--- src/rtl/subneg_datapath_if.sv ---
// Strobe, program-load and observation bundle between the SUBNEG control side and its datapath.
// The master drives the strobes, the load port and the readback address. The slave reports state.
interface subneg_datapath_if #(
  parameter int unsigned WIDTH = 8,
  parameter int unsigned DEPTH = 16
);
  localparam int unsigned ADDR_W = $clog2(DEPTH);

  logic              write_op1;
  logic              write_op2;
  logic              write_mem;
  logic              sel_pc;
  logic              write_pc;
  logic              load_en;
  logic [ADDR_W-1:0] load_addr;
  logic [WIDTH-1:0]  load_data;
  logic [ADDR_W-1:0] rd_addr;
  logic [WIDTH-1:0]  rd_data;
  logic              neg;
  logic [ADDR_W-1:0] pc;
  logic [WIDTH-1:0]  op1;
  logic [WIDTH-1:0]  op2;
  logic              halted;

  modport master (
    output write_op1, write_op2, write_mem, sel_pc, write_pc,
    output load_en, load_addr, load_data, rd_addr,
    input  rd_data, neg, pc, op1, op2, halted
  );

  modport slave (
    input  write_op1, write_op2, write_mem, sel_pc, write_pc,
    input  load_en, load_addr, load_data, rd_addr,
    output rd_data, neg, pc, op1, op2, halted
  );
endinterface

--- src/rtl/subneg_datapath.sv ---
// SUBNEG datapath: unified word memory, PC and operand registers driven by control strobes.
// Executes mem[b] <= mem[b] - mem[a]; branch to c on a negative result, else pc + 3.
module subneg_datapath #(
  parameter int unsigned WIDTH = 8,
  parameter int unsigned DEPTH = 16
) (
  input logic             clk,
  input logic             rst,
  subneg_datapath_if.slave bus
);
  localparam int unsigned ADDR_W = $clog2(DEPTH);

  typedef logic [ADDR_W-1:0] addr_t;
  typedef logic [WIDTH-1:0]  word_t;

  word_t mem_q [DEPTH];

  addr_t pc_q, pc_d;
  word_t op1_q, op1_d;
  word_t op2_q, op2_d;
  logic  neg_q, neg_d;
  logic  halted_q, halted_d;

  addr_t pc_p1, pc_p2, pc_p3;
  addr_t a_ptr, b_ptr, c_ptr;
  word_t diff;
  logic  mem_we;

  // Instruction fields are fetched combinationally through the current pc; addresses wrap.
  always_comb begin
    pc_p1 = pc_q + addr_t'(1);
    pc_p2 = pc_q + addr_t'(2);
    pc_p3 = pc_q + addr_t'(3);
    a_ptr = mem_q[pc_q][ADDR_W-1:0];
    b_ptr = mem_q[pc_p1][ADDR_W-1:0];
    c_ptr = mem_q[pc_p2][ADDR_W-1:0];
  end

  always_comb begin
    diff     = op2_q - op1_q;
    op1_d    = bus.write_op1 ? mem_q[a_ptr] : op1_q;
    op2_d    = bus.write_op2 ? mem_q[b_ptr] : op2_q;
    neg_d    = bus.write_mem ? diff[WIDTH-1] : neg_q;
    pc_d     = pc_q;
    if (bus.write_pc) begin
      pc_d = bus.sel_pc ? c_ptr : pc_p3;
    end
    halted_d = halted_q | (bus.write_pc & (pc_d == pc_q));
  end

  always_ff @(posedge clk or posedge rst) begin
    if (rst) begin
      pc_q     <= '0;
      op1_q    <= '0;
      op2_q    <= '0;
      neg_q    <= 1'b0;
      halted_q <= 1'b0;
    end else begin
      pc_q     <= pc_d;
      op1_q    <= op1_d;
      op2_q    <= op2_d;
      neg_q    <= neg_d;
      halted_q <= halted_d;
    end
  end

  // Reset abandons the in-flight instruction, but program loads stay live during reset.
  assign mem_we = bus.write_mem & ~rst;

  // Later assignment wins, so the subtraction result overrides a load to the same word.
  always_ff @(posedge clk) begin
    if (bus.load_en) begin
      mem_q[bus.load_addr] <= bus.load_data;
    end
    if (mem_we) begin
      mem_q[b_ptr] <= diff;
    end
  end

  assign bus.rd_data = mem_q[bus.rd_addr];
  assign bus.neg     = neg_q;
  assign bus.pc      = pc_q;
  assign bus.op1     = op1_q;
  assign bus.op2     = op2_q;
  assign bus.halted  = halted_q;
endmodule

--- src/flat_wrapper.sv ---
// flat-port wrapper written by rule: the top's interface ports become plain ports
module subneg_datapath_flat 
#(
  parameter int unsigned WIDTH = 8,
  parameter int unsigned DEPTH = 16
)
  (clk, rst, bus_write_op1, bus_write_op2, bus_write_mem, bus_sel_pc, bus_write_pc, bus_load_en, bus_load_addr, bus_load_data, bus_rd_addr, bus_rd_data, bus_neg, bus_pc, bus_op1, bus_op2, bus_halted);
  subneg_datapath_if #(.WIDTH(WIDTH), .DEPTH(DEPTH)) bus_i ();
  input logic clk;
  input logic rst;
  input wire logic [$bits(bus_i.write_op1)-1:0] bus_write_op1;
  input wire logic [$bits(bus_i.write_op2)-1:0] bus_write_op2;
  input wire logic [$bits(bus_i.write_mem)-1:0] bus_write_mem;
  input wire logic [$bits(bus_i.sel_pc)-1:0] bus_sel_pc;
  input wire logic [$bits(bus_i.write_pc)-1:0] bus_write_pc;
  input wire logic [$bits(bus_i.load_en)-1:0] bus_load_en;
  input wire logic [$bits(bus_i.load_addr)-1:0] bus_load_addr;
  input wire logic [$bits(bus_i.load_data)-1:0] bus_load_data;
  input wire logic [$bits(bus_i.rd_addr)-1:0] bus_rd_addr;
  output wire logic [$bits(bus_i.rd_data)-1:0] bus_rd_data;
  output wire logic [$bits(bus_i.neg)-1:0] bus_neg;
  output wire logic [$bits(bus_i.pc)-1:0] bus_pc;
  output wire logic [$bits(bus_i.op1)-1:0] bus_op1;
  output wire logic [$bits(bus_i.op2)-1:0] bus_op2;
  output wire logic [$bits(bus_i.halted)-1:0] bus_halted;
  assign bus_i.write_op1 = bus_write_op1;
  assign bus_i.write_op2 = bus_write_op2;
  assign bus_i.write_mem = bus_write_mem;
  assign bus_i.sel_pc = bus_sel_pc;
  assign bus_i.write_pc = bus_write_pc;
  assign bus_i.load_en = bus_load_en;
  assign bus_i.load_addr = bus_load_addr;
  assign bus_i.load_data = bus_load_data;
  assign bus_i.rd_addr = bus_rd_addr;
  assign bus_rd_data = bus_i.rd_data;
  assign bus_neg = bus_i.neg;
  assign bus_pc = bus_i.pc;
  assign bus_op1 = bus_i.op1;
  assign bus_op2 = bus_i.op2;
  assign bus_halted = bus_i.halted;
  subneg_datapath #(.WIDTH(WIDTH), .DEPTH(DEPTH)) u_core (.clk(clk), .rst(rst), .bus(bus_i));
endmodule
--- config.mk ---
export PLATFORM = sky130hd
export DESIGN_NAME = subneg_datapath_flat
export DESIGN_NICKNAME = d
export VERILOG_FILES = /design/src/rtl/subneg_datapath_if.sv /design/src/rtl/subneg_datapath.sv /design/src/flat_wrapper.sv
export SDC_FILE = /design/constraint.sdc
export NUM_CORES = 1
export LEC_CHECK = 0
export CORE_MARGIN = 1
export CORE_UTILIZATION = 55
export DETAILED_ROUTE_END_ITERATION = 12
export GPL_TIMING_DRIVEN = 0
export PLACE_DENSITY = 0.77
export SLEW_MARGIN = 20
export SYNTH_ARGS = -nofsm -noshare
export SYNTH_HDL_FRONTEND = slang
export SYNTH_SLANG_ARGS = --single-unit
--- constraint.sdc ---
create_clock -name clk -period 11.1 [get_ports clk]
set_clock_uncertainty 0.05 [all_clocks]
set_input_delay 1.11 -clock clk [delete_from_list [all_inputs] [get_ports clk]]
set_output_delay 1.11 -clock clk [all_outputs]
set_load 0.005 [all_outputs]
==> results of run 1 <==
-- layout make-up --
| type | count | area (um2) |
|---|---|---|
| Clock inverter | 14 | 164 |
| Multi-Input combinational cell | 663 | 6940 |
| Tap cell | 275 | 344 |
| Sequential cell | 150 | 4390 |
| Clock buffer | 18 | 439 |
| Timing Repair Buffer | 52 | 503 |
| Buffer | 77 | 385 |
| Inverter | 16 | 60.1 |
| Fill cell | 1635 | 7720 |
-- registers in the layout, summed over array words and instances, names as in the netlist --
register,cells
u_core.mem_q,128
u_core.bus.op1,8
u_core.bus.op2,8
u_core.bus.pc,4
u_core.bus.halted,1
u_core.bus.neg,1
-- cell usage in the layout (no fill, tap or decap), drive strengths merged, types with 2 or more instances in the layout --
master | netlist | routed
a21o | 12 | 12
a21oi | 13 | 13
a221o | 2 | 2
a221oi | 13 | 13
a22o | 2 | 2
a32oi | 9 | 9
and2 | 2 | 2
buf | 45 | 52
bufinv | 0 | 2
clkbuf | 32 | 50
clkdlybuf4s50 | 0 | 45
clkinv | 0 | 5
dfrtp | 22 | 22
edfxtp | 128 | 128
ha | 11 | 11
inv | 16 | 22
mux2 | 137 | 137
mux2i | 125 | 125
mux4 | 94 | 94
nand2 | 62 | 62
nand2b | 6 | 6
nand3 | 12 | 12
nand3b | 11 | 11
nand4 | 3 | 3
nor2 | 37 | 37
nor2b | 12 | 12
nor3 | 2 | 2
nor3b | 2 | 2
o211ai | 14 | 14
o21ai | 31 | 31
o21bai | 5 | 5
o221ai | 8 | 8
o22ai | 5 | 5
or2 | 3 | 3
xnor2 | 8 | 8
xor2 | 7 | 7
-- per-stage QoR --
step                utilization  hold slack [ps]  setup WS (ps)  instances  cell area, um2
detailed placement        0.602              416           5420       1233           12600
CTS                       0.630              428           5440       1265           13200
global route              0.631              440           5060       1265           13200
finish                    0.631              430           5310       1265           13200
global placement          0.599              399           5380       1226           12500
floorplan                     -              410           6680        906           11800
-- synthesized netlist by cell type, types with 2 or more instances --
library cell and number:
sky130_fd_sc_hd__a21o_1 12, sky130_fd_sc_hd__mux2i_1 124, sky130_fd_sc_hd__and2_1 2, sky130_fd_sc_hd__nand4_1 3
sky130_fd_sc_hd__o221ai_1 8, sky130_fd_sc_hd__mux4_2 94, sky130_fd_sc_hd__o21bai_1 5, sky130_fd_sc_hd__nand3b_4 2
sky130_fd_sc_hd__buf_2 20, sky130_fd_sc_hd__o21ai_1 2, sky130_fd_sc_hd__inv_1 15, sky130_fd_sc_hd__dfrtp_1 22
sky130_fd_sc_hd__edfxtp_1 128, sky130_fd_sc_hd__nand2_1 62, sky130_fd_sc_hd__o22ai_1 5, sky130_fd_sc_hd__nand3_1 8
sky130_fd_sc_hd__clkbuf_1 32, sky130_fd_sc_hd__buf_4 11, sky130_fd_sc_hd__a221o_1 2, sky130_fd_sc_hd__ha_1 11
sky130_fd_sc_hd__a22o_1 2, sky130_fd_sc_hd__nand2b_1 5, sky130_fd_sc_hd__nor2b_1 12, sky130_fd_sc_hd__a221oi_1 13
sky130_fd_sc_hd__o211ai_1 14, sky130_fd_sc_hd__or2_0 2, sky130_fd_sc_hd__nor2_1 33, sky130_fd_sc_hd__mux2_1 18
sky130_fd_sc_hd__nand3_2 4, sky130_fd_sc_hd__nand3b_1 9, sky130_fd_sc_hd__o21ai_0 29, sky130_fd_sc_hd__xnor2_1 8
sky130_fd_sc_hd__mux2_2 119, sky130_fd_sc_hd__a21oi_1 13, sky130_fd_sc_hd__xor2_1 6, sky130_fd_sc_hd__buf_6 4
sky130_fd_sc_hd__nor2_2 2, sky130_fd_sc_hd__nor2_4 2, sky130_fd_sc_hd__nor3_4 2, sky130_fd_sc_hd__a32oi_1 9
sky130_fd_sc_hd__buf_1 10
-- routing by layer --
layer | vias to the layer above | wire [um] | part of all wire
met2 | 920 | 19300 | 0.45
li1 | 3766 | - | -
met4 | 0 | 2820 | 0.065
met1 | 4662 | 14900 | 0.34
met3 | 228 | 6170 | 0.14
met5 | - | 0 | 0
-- path summary, 6_finish.rpt --
check	start	end	slack [ps]
hold / removal	u_core.bus.halted$_DFF_PP0_	u_core.bus.halted$_DFF_PP0_	430
setup reg to reg	u_core.bus.pc[0]$_DFF_PP0_	u_core.mem_q[14][1]$_DFFE_PP_	5310
hold reg to reg	u_core.bus.halted$_DFF_PP0_	u_core.bus.halted$_DFF_PP0_	430
max in group asynchronous	rst	u_core.bus.op2[1]$_DFFE_PP0P_	9420
setup / recovery	u_core.bus.pc[0]$_DFF_PP0_	u_core.mem_q[14][1]$_DFFE_PP_	5310
min in group asynchronous	rst	u_core.bus.op1[5]$_DFFE_PP0P_	1140
-- cells by family after synthesis --
kind of cell / share of synthesized area
multiplexers: 0.418
AND/OR/NAND/NOR: 0.0713
flip-flops: 0.374
AO/OA/AOI/OAI: 0.0735
buffers and inverters: 0.0379
XOR/XNOR: 0.0118
adder cells (fa/ha/maj): 0.0134
==> flow_results.org, run 1 <==
** Setup path
- Sum of buffers and inverters on the critical path :: 10
- Crit path cell chain :: buf_6, buf_6, buf_6, buf_4, buf_4, inv_1, ha_1, clkbuf_1, buf_2, a2111oi_0, o211ai_1, o311a_1, buf_4, buf_2, nand4_1, o21ai_1
- Crit path DAT :: between 5000 and 6000 ps
- Worst Path Required :: about 11000 ps
- Crit start category :: register
- Classification of the worst setup path :: register to register
- For the worst flop-to-flop path, the logic depth is 16.
- Along the worst path, the maximum fanout reaches 10.
- Critical path's largest stage delay :: 780 ps
- Critical path endpoint category :: register
- In this design, the largest share of critical-path delay is due to buffers and inverters.
- Number of gates on the worst path with buffers counted :: 16
- Slowest cell on the critical path :: sky130_fd_sc_hd__o21ai_1

** GRT
- For met1 alone, demand over resource in global routing was 0.513.
- Entering global routing, the biggest net connects 25 pins.
- Antenna violations before repair :: 0
- Via count of the first global-routing pass :: about 9200
- Sum of overflow across all layers after global routing :: 0
- In the global route stage, met3 resource usage came out at 0.123.
- The first global-routing pass estimated 61400 um of wire.
- Total global routing track utilization :: 0.404
- Most used routing layer :: met2
- For met2 alone, demand over resource in global routing was 0.612.

** CTS
- TritonCTS Buffers :: 17
- The number of setup buffers added after CTS is 0.
- Number of hold buffers added after cts :: 0
- The root buffer cell chosen for the clock tree is sky130_fd_sc_hd__clkbuf_16.
- Longest Clk Path Bufs :: 2
- The clock tree synthesis step divided the H-tree into 4 levels.
- TritonCTS Sinks :: 150
- TritonCTS clock tree :: yes
- Clock Latency Late Sink :: 440 ps
- After clock tree synthesis, the clock-pin slew on the worst setup and hold paths is approximately 70 ps.
- Gates resized during post-CTS repair numbered 0.

** Drt
- For this block, the routed nets add up to approximately 43000 um of wire.
- Number of routed nets with antenna violations :: 0
- Total via count in the routed design :: around 9600
- After detailed routing, the number of vias per cell comes to about 7.6.
- The detailed router finished its first iteration with 1378 violations.
- In the routed design, unresolved DRC markers number 0.
- Mean routed wirelength per cell :: 34.1 um
- The first TritonRoute pass finished after 5 iterations.

** Placement
- The HPWL after detailed placement is roughly 30000 um.
- The count of buffers added on input and output ports is 45.
- GPL Wtd Cong :: just under 1

** Timing
- For the pin with the worst max-slew slack, the measured transition is approximately 1200 ps.
- Final critical-path share of the clock period :: 0.521
- Setup repair after global routing missed its margin :: no
- Headroom to the max-slew limit :: 0.190
- Final hold viol count :: 0
- Max-slew violation total from the final report :: 0
- In the final timing run, aggregate negative setup slack is 0 ps.
- Final setup violation count :: 0
- Highest clock frequency the design can meet :: about 0.17 GHz
- The worst path in the final design needs a cycle of between 5000 and 6000 ps, including I/O delays and setup.

** Worst hold path
- Cell depth of the worst min-delay path :: 1
- Min-delay worst type :: register to register

** Logic synthesis
- Total of flip-flops plus latches after synthesis :: 150
- Ranked by total cell area, the synthesized netlist is headed by sky130_fd_sc_hd__edfxtp_1 33%, sky130_fd_sc_hd__mux4_2 18%, sky130_fd_sc_hd__mux2_2 11%.
- The largest total area in the synthesized netlist belongs to sky130_fd_sc_hd__edfxtp_1.
- Syn_nets :: approximately 940
- Of the synthesized area, sequential elements account for 0.374.
- In the synthesized netlist the async set-or-reset flop fraction comes to 0.147.
- The most used flip-flop cell after synthesis is sky130_fd_sc_hd__edfxtp_1.
- The cell count after synthesis came out at 906.
- Post-synth top area share :: 0.327
- After synthesis, the mean cell area works out to 13.0 um2.
- Cell area after synthesis :: between 10000 and 15000 um2
- Number of different library cells in the post-synthesis netlist :: 63
- Number of enable flip-flop cells after synthesis :: 128
- During synthesis, Yosys emitted a total of 0 warnings.

** Job
- # Max-Cap Violations :: 0

** Floorplanning
- Pin placement for this block handled 54 I/O pins.
- Cell Rows :: 53
- Initial Util :: 0.561
- Measured along the x axis, the die boundary spans 148 um.
- Placeable core region :: roughly 21000 um2
- Floorplan die height :: ~150 um
- Total Die Area :: between 20000 and 25000 um2

** Final layout
- Growth of design area from synthesis to finish :: 12.6%
- At the end of the flow, the number of nets in the layout was just over 1000.
- # diodes :: 0
- Of the cells placed in the final design, the portion with a size suffix greater than 1 is 0.314.

** Status
- Outcome :: finished clean
Power of run 1 is left out: the tool's default activity adds up to more than one toggle a clock period on the data nets, which glitch-free logic cannot reach.
==> run 2: changes to the inputs <==
Settings changed: PLACE_DENSITY 0.77 to 0.79.
Clock period 11.1 ns to 4.7 ns, I/O delays scaled along.
==> run 2 against run 1 <==
Worst setup slack worse by 5200 ps; non-clock buffer count increased by 6; critical path type unchanged; wire length shrank 1.4%; final area grew 1.6%; global-route usage barely moved; via count decreased by 0.50%; count of clock-buffer cells in the layout did not move; sequential cell count stayed put; maximum frequency increased by 27%; largest cell class unchanged; die area unchanged.
==> flow_results.org, run 2 (synthesis results as in run 1) <==
** Final layout
- # fillers :: 1620 (was 1635)
- Highest-count cells in the layout ignoring fill and taps: 128 x sky130_fd_sc_hd__edfxtp_1, 124 x sky130_fd_sc_hd__mux2i_1, 119 x sky130_fd_sc_hd__mux2_2 (unchanged).
- The layout cell share with drive strength beyond 1 is 0.329 (was 0.314).
- Number of flip-flops under the largest register name :: 128 (unchanged)
- The layout-stage area growth over the synthesis result came to 14.4% (was 12.6%).
- Net total in the final layout :: 1019 (was 1013)
- # diodes :: 0 (unchanged)
- The most common cell after layout, fill and taps aside is sky130_fd_sc_hd__edfxtp_1 (unchanged).
- The register with the highest flop count is u_core.mem_q (unchanged).

** Placement
- The number of port buffers is 45 (unchanged).
- Place WS :: -1000 ps (was 5420 ps)
- Detail Placement HPWL :: 29800 um (about the same)
- GPL Wtd Cong :: 0.966 (was 0.990)

** Job
- # Max-Cap Violations :: 0 (unchanged)

** Worst hold path
- The start point of the worst min-delay path is bus_write_pc (was u_core.bus.halted$_DFF_PP0_).
- Min-delay worst type :: input port to register (was register to register)

** Floorplanning
- Initial Util :: 0.561 (unchanged)
- The width of the chip is 148 um (unchanged).
- Boundary Pins :: 54 (unchanged)
- Placeable core region :: 21000 um2 (unchanged)
- Floorplan die height :: 148 um (unchanged)
- The floorplan row count is 53 (unchanged).
- The floorplan die area was 22000 um2 (unchanged).

** Setup path
- The worst-path maximum fanout came to 28 (was 10).
- Launch point of the worst reg-to-reg path :: u_core.bus.pc[0]$_DFF_PP0_ (unchanged)
- Crit start category :: register (unchanged)
- Critical path endpoint category :: register (unchanged)
- The arrival time reported for the critical path endpoint was 4850 ps (was 5800 ps).
- The start point of the critical path is u_core.bus.pc[0]$_DFF_PP0_ (unchanged).
- Classification of the worst setup path :: register to register (unchanged)
- The required time at the worst-slack endpoint was 5010 ps (was 11110 ps).

** Timing
- Transition at the pin with the smallest max-transition slack :: 1170 ps (was 1190 ps)
- Highest clock frequency the design can meet :: 0.220 GHz (was 0.173 GHz)
- Setup repair after global routing missed its margin: no (unchanged).
- The count of endpoints failing setup in the final report came to 0 (unchanged).
- Max-slew violation total from the final report :: 0 (unchanged)
- Final critical-path share of the clock period :: 0.967 (was 0.521)
- Least setup slack across all paths after layout :: 157 ps (was 5310 ps)
- Headroom to the max-slew limit :: 0.218 (was 0.190)
- The final period demand of the worst path is 4540 ps (was 5790 ps).
- Final hold viol count :: 0 (unchanged)

** GRT
- Wire length of the first global-routing pass :: 61500 um (was 61400 um)
- The largest net degree at the start of global routing came to 25 (unchanged).
- Antenna violations before repair :: 0 (unchanged)
- The via count of the first global-routing pass is 9496 (was 9239).
- Total global routing track utilization :: 0.404 (about the same)
- The remaining global-route overflow was 0 (unchanged).

** Drt
- Number of violations reported at the end of detailed-routing iteration 0 :: 1387 (was 1378)
- Mean routed wirelength per cell :: 33.5 um (was 34.1 um)
- The number of nets with antenna violations after detailed routing was 0 (unchanged).
- The number of detailed-route iterations in the first pass came to 6 (was 5).
- The detailed-route vias per instance was 7.50 (was 7.57).
- Total via count in the routed design :: 9528 (was 9576)
- Routed wire length :: 42500 um (was 43100 um)
- The number of design rule violations left after detail routing is 0 (unchanged).

** CTS
- The H-tree depth reported by CTS came to 4 (unchanged).
- TritonCTS Sinks :: 150 (unchanged)
- Root Buffer Master :: sky130_fd_sc_hd__clkbuf_16 (unchanged)
- TritonCTS clock tree :: yes (unchanged)
- The post-CTS clock slew at the launch and capture registers of the worst setup and hold paths came to 70 ps (about the same).
- Clock Latency Late Sink :: 440 ps (about the same)
- The worst-case clock buffer depth came to 2 (unchanged).
- The TritonCTS buffer count came to 17 (unchanged).
- The number of buffers inserted for hold repair after clock tree synthesis was 0 (unchanged).

** Status
- Outcome :: finished clean (unchanged)
-- run 2: cell types whose count changed in the layout (fill, tap and decap cells not counted), moves of 4 or more --
| cell | delta |
|---|---|
| sky130_fd_sc_hd__buf_4 | +8 |
| sky130_fd_sc_hd__o21ai_2 | +5 |
| sky130_fd_sc_hd__nand3_4 | +4 |
| sky130_fd_sc_hd__nand3_2 | -4 |
| sky130_fd_sc_hd__o21ai_1 | -5 |
-- run 2: final timing paths --
| kind | slack (ps) | cells after the start | end |
|---|---|---|---|
| max | 160 | 14 | u_core.bus.op2[5]$_DFFE_PP0P_ |
| min | 420 | 2 | u_core.bus.pc[1]$_DFF_PP0_ |
| max reg2reg | 160 | 14 | u_core.bus.op2[5]$_DFFE_PP0P_ |
| min reg2reg | 430 | 1 | u_core.bus.halted$_DFF_PP0_ |
| max in group asynchronous | 3620 | 2 | u_core.bus.pc[3]$_DFF_PP0_ |
| min in group asynchronous | 540 | 2 | u_core.bus.neg$_DFFE_PP0P_ |
-- run 2: critical path, stage by stage, from the launching register on --
cell,delay (ps)
sky130_fd_sc_hd__dfrtp_1,440
sky130_fd_sc_hd__buf_6,220
sky130_fd_sc_hd__buf_6,190
sky130_fd_sc_hd__buf_8,280
sky130_fd_sc_hd__inv_1,180
sky130_fd_sc_hd__ha_4,400
sky130_fd_sc_hd__mux4_2,510
sky130_fd_sc_hd__mux4_2,550
sky130_fd_sc_hd__buf_4,240
sky130_fd_sc_hd__buf_2,280
sky130_fd_sc_hd__mux2i_1,170
sky130_fd_sc_hd__mux2i_1,470
sky130_fd_sc_hd__mux2_2,280
sky130_fd_sc_hd__a21oi_1,60
sky130_fd_sc_hd__o21ai_0,110
-- run 2: what timing repair did --
| action | in CTS | in global routing |
|---|---|---|
| setup buffers | 8 | 0 |
| endpoints found under the setup margin | 264 | 135 |
| pin swaps | 3 | 0 |
| resized for setup | 26 | 3 |
| hold endpoints to repair | 0 | 0 |
-- run 2: cell type report --
class / instances / area [um2] / share of cell area
plain buffers: 73 / 377 / 0.0280
flip-flops and latches: 150 / 4390 / 0.327
well taps: 275 / 344 / 0.0256
repair buffers: 62 / 591 / 0.0439
clock inverters: 14 / 199 / 0.0148
multi-input cells: 663 / 7050 / 0.524
clock buffers: 18 / 429 / 0.0319
inverters: 16 / 60.1 / 0.00447
-- run 2: metal layers --
layer  vias up  track usage  share of wire
met5         -            0              0
met4         0        0.298          0.084
met3       255        0.104           0.13
met2       925        0.610           0.44
met1      4573        0.502           0.34
li1       3775            -              -
-- run 2: through the flow --
stage,TNS [ps],hold WS (ps),cell area [um2],utilization,cells
final,0,417,13400,0.641,1271
after global routing,0,452,13400,0.641,1271
after CTS,0,412,13400,0.641,1273
after detailed placement,-162540,415,12600,0.602,1235
after global placement,-169060,398,12500,0.599,1226
after floorplan,0,410,11800,-,906
Power of run 2 is left out for the same reason.
==> run 3: changes to the inputs <==
Settings changed: PLACE_DENSITY 0.79 to 0.76.
==> run 3 against run 2 <==
Die area is the same; utilization is 0.30 points lower; maximum frequency is 1.7% higher; critical path depth decreased by 3; first-iteration DRC count is 0.29% higher; final area shrank 0.47%; final cell count shrank 0.31%; hold slack got worse by 4.0 ps; register-to-register slack better by 70 ps; via count grew 0.68%.
==> flow_results.org, run 3 (synthesis results as in run 1) <==
** Drt
- The number of detailed-route iterations in the first pass came to 8 (was 6).
- The total routed wirelength came to 41900 um (was 42500 um).
- Mean routed wirelength per cell :: 33.0 um (was 33.5 um)
- Number of violations reported at the end of detailed-routing iteration 0 :: 1391 (was 1387)
- The number of vias after detailed routing was 9593 (was 9528).
- The number of nets with antenna violations after detailed routing came to 0 (unchanged).
- The detailed-route vias per instance came to 7.57 (was 7.50).
- The number of design rule violations left after detail routing is 0 (unchanged).

** GRT
- The global-route wire length before repair came to 60800 um (was 61500 um).
- Antenna violations before repair :: 0 (unchanged)
- Maximum number of pins on one net before global-route repair :: 25 (unchanged)
- Via count of the first global-routing pass :: 9302 (was 9496)
- Total global routing track utilization :: 0.392 (was 0.404)
- The remaining global-route overflow came to 0 (unchanged).

** CTS
- The TritonCTS buffer count is 17 (unchanged).
- Number of hold buffers added after cts :: 0 (unchanged)
- H-Tree Level Count :: 4 (unchanged)
- The worst-case clock buffer depth came to 2 (unchanged).
- The clock tree from TritonCTS was yes (unchanged).
- The post-CTS clock slew at the launch and capture registers of the worst setup and hold paths is 70 ps (about the same).
- TritonCTS Sinks :: 150 (unchanged)
- Clock Latency Late Sink :: 440 ps (about the same)
- Root Buffer Master :: sky130_fd_sc_hd__clkbuf_16 (unchanged)

** Floorplanning
- The floorplan die area was 22000 um2 (unchanged).
- The initial core utilization is 0.561 (unchanged).
- Floorplan die height :: 148 um (unchanged)
- The floorplan row count was 53 (unchanged).
- The area of the core region came to 21000 um2 (unchanged).
- Boundary Pins :: 54 (unchanged)
- Chip Width :: 148 um (unchanged)

** Setup path
- Most used cell along the critical path :: sky130_fd_sc_hd__buf_4
- FF-to-FF path depth :: 11 (was 14)
- The required time at the worst-slack endpoint was 4930 ps (was 5010 ps).
- The launching element type of the critical path was a register (unchanged).
- The arrival time reported for the critical path endpoint came to 4700 ps (was 4850 ps).
- The cell type group with the largest total delay on the critical path is buffers and inverters (was multiplexers).
- The slowest library cell on the worst path is sky130_fd_sc_hd__mux2i_2 (was sky130_fd_sc_hd__mux4_2).
- Critical path endpoint category :: register (unchanged)
- Crit path cell chain :: buf_2, buf_4, inv_1, mux2i_1, mux2i_2, inv_2, nor2_1, buf_4, a221oi_1, nand2_1, o211ai_1 (was buf_6, buf_6, buf_8, inv_1, ha_4, mux4_2, mux4_2, buf_4, buf_2, mux2i_1, mux2i_1, mux2_2, a21oi_1, o21ai_0)
- Number of gates on the worst path with buffers counted :: 11 (was 14)
- The critical path class is register to register (unchanged).
- Critical path's largest stage delay :: 840 ps (was 550 ps)
- Max FO, Critical Path :: 19 (was 28)
- The buffering stage count on the worst path with inverters included came to 5 (was 6).

** Final layout
- Highest-count cells in the layout ignoring fill and taps: 128 x sky130_fd_sc_hd__edfxtp_1, 124 x sky130_fd_sc_hd__mux2i_1, 119 x sky130_fd_sc_hd__mux2_2 (unchanged).
- The final net count was 1015 (was 1019).
- The post-route core utilization is 0.638 (was 0.641).
- The flip-flop count of the largest register after layout came to 128 (unchanged).
- The register with the highest flop count is u_core.mem_q (unchanged).
- # diodes :: 0 (unchanged)
- Leading cell type in the layout, fill and taps excluded :: sky130_fd_sc_hd__edfxtp_1 (unchanged)
- Growth of design area from synthesis to finish :: 13.8% (was 14.4%)
- The layout cell share with drive strength beyond 1 is 0.328 (was 0.329).

** Timing
- Setup repair after global routing missed its margin :: no (unchanged)
- The final period demand of the worst path was 4470 ps (was 4540 ps).
- The headroom to the max-slew limit is 0.231 (was 0.218).
- Highest clock frequency the design can meet :: 0.224 GHz (was 0.220 GHz)
- Final critical-path share of the clock period :: 0.951 (was 0.967)
- Transition at the pin with the smallest max-transition slack :: 1150 ps (was 1170 ps)
- The count of endpoints failing setup in the final report came to 0 (unchanged).
- The final hold violation count came to 0 (unchanged).
- Max-slew violation total from the final report :: 0 (unchanged)
- Setup TNS :: 0 ps (unchanged)
- Hold_ws :: 413 ps (was 417 ps)

** Worst hold path
- The cell count of the worst hold path is 3 (was 2).
- Min-delay worst type :: input port to register (unchanged)

** Job
- # Max-Cap Violations :: 0 (unchanged)

** Status
- Outcome :: finished clean (unchanged)

** Placement
- Detail Placement HPWL :: 29500 um (was 29800 um)
- GPL Wtd Cong :: 0.987 (was 0.966)
- Number of input and output port buffers inserted :: 45 (unchanged)
==> run 3: final cells by class <==
class                   instances  area (um2)
flip-flops and latches        150        4390
clock buffers                  18         429
fillers                      1619        7580
repair buffers                 58         561
plain buffers                  73         374
inverters                      16        60.1
clock inverters                14         151
well taps                     275         344
multi-input cells             663        7060
==> run 3: stage by stage <==
stage,cell area [um2],setup WS (ps),std cells
global placement,12500,-948,1226
detailed placement,12600,-990,1228
finish,13400,231,1267
global route,13400,53.4,1267
floorplan,11800,277,906
CTS,13400,9.74,1270
==> run 3: what timing repair did <==
item,CTS,global route
gates resized for setup,30,2
pin swaps,4,0
cloned,0,0
setup buffers,11,0
endpoints found under the setup margin,264,215
==> run 3: path summary, 6_finish.rpt <==
check | to | slack, ps | from
min | u_core.bus.pc[2]$_DFF_PP0_ | 410 | bus_write_pc
max | u_core.bus.op1[2]$_DFFE_PP0P_ | 230 | u_core.bus.pc[1]$_DFF_PP0_
max in group asynchronous | u_core.bus.pc[3]$_DFF_PP0_ | 3630 | rst
min in group asynchronous | u_core.bus.op2[5]$_DFFE_PP0P_ | 530 | rst
max reg2reg | u_core.bus.op1[2]$_DFFE_PP0P_ | 230 | u_core.bus.pc[1]$_DFF_PP0_
min reg2reg | u_core.bus.halted$_DFF_PP0_ | 420 | u_core.bus.halted$_DFF_PP0_
==> run 3: routing by layer <==
metal | GRT usage | wire (um) | part of all wire | vias up
met1 | 0.500 | 14800 | 0.35 | 4709
met2 | 0.602 | 18700 | 0.45 | 914
met3 | 0.102 | 5530 | 0.13 | 209
li1 | - | - | - | 3761
met5 | 0 | 0 | 0 | -
met4 | 0.239 | 2860 | 0.068 | 0
==> run 3: worst register-to-register path: cells and delay by family, from the launching register on <==
family                 cells  cell delay (ps)
and+or+nand+nor            2              950
muxes                      2             1030
buffers and inverters      5             1640
AOI/OAI and AO/OA          2              260
DFF                        1              400
Power of run 3 is left out for the same reason.
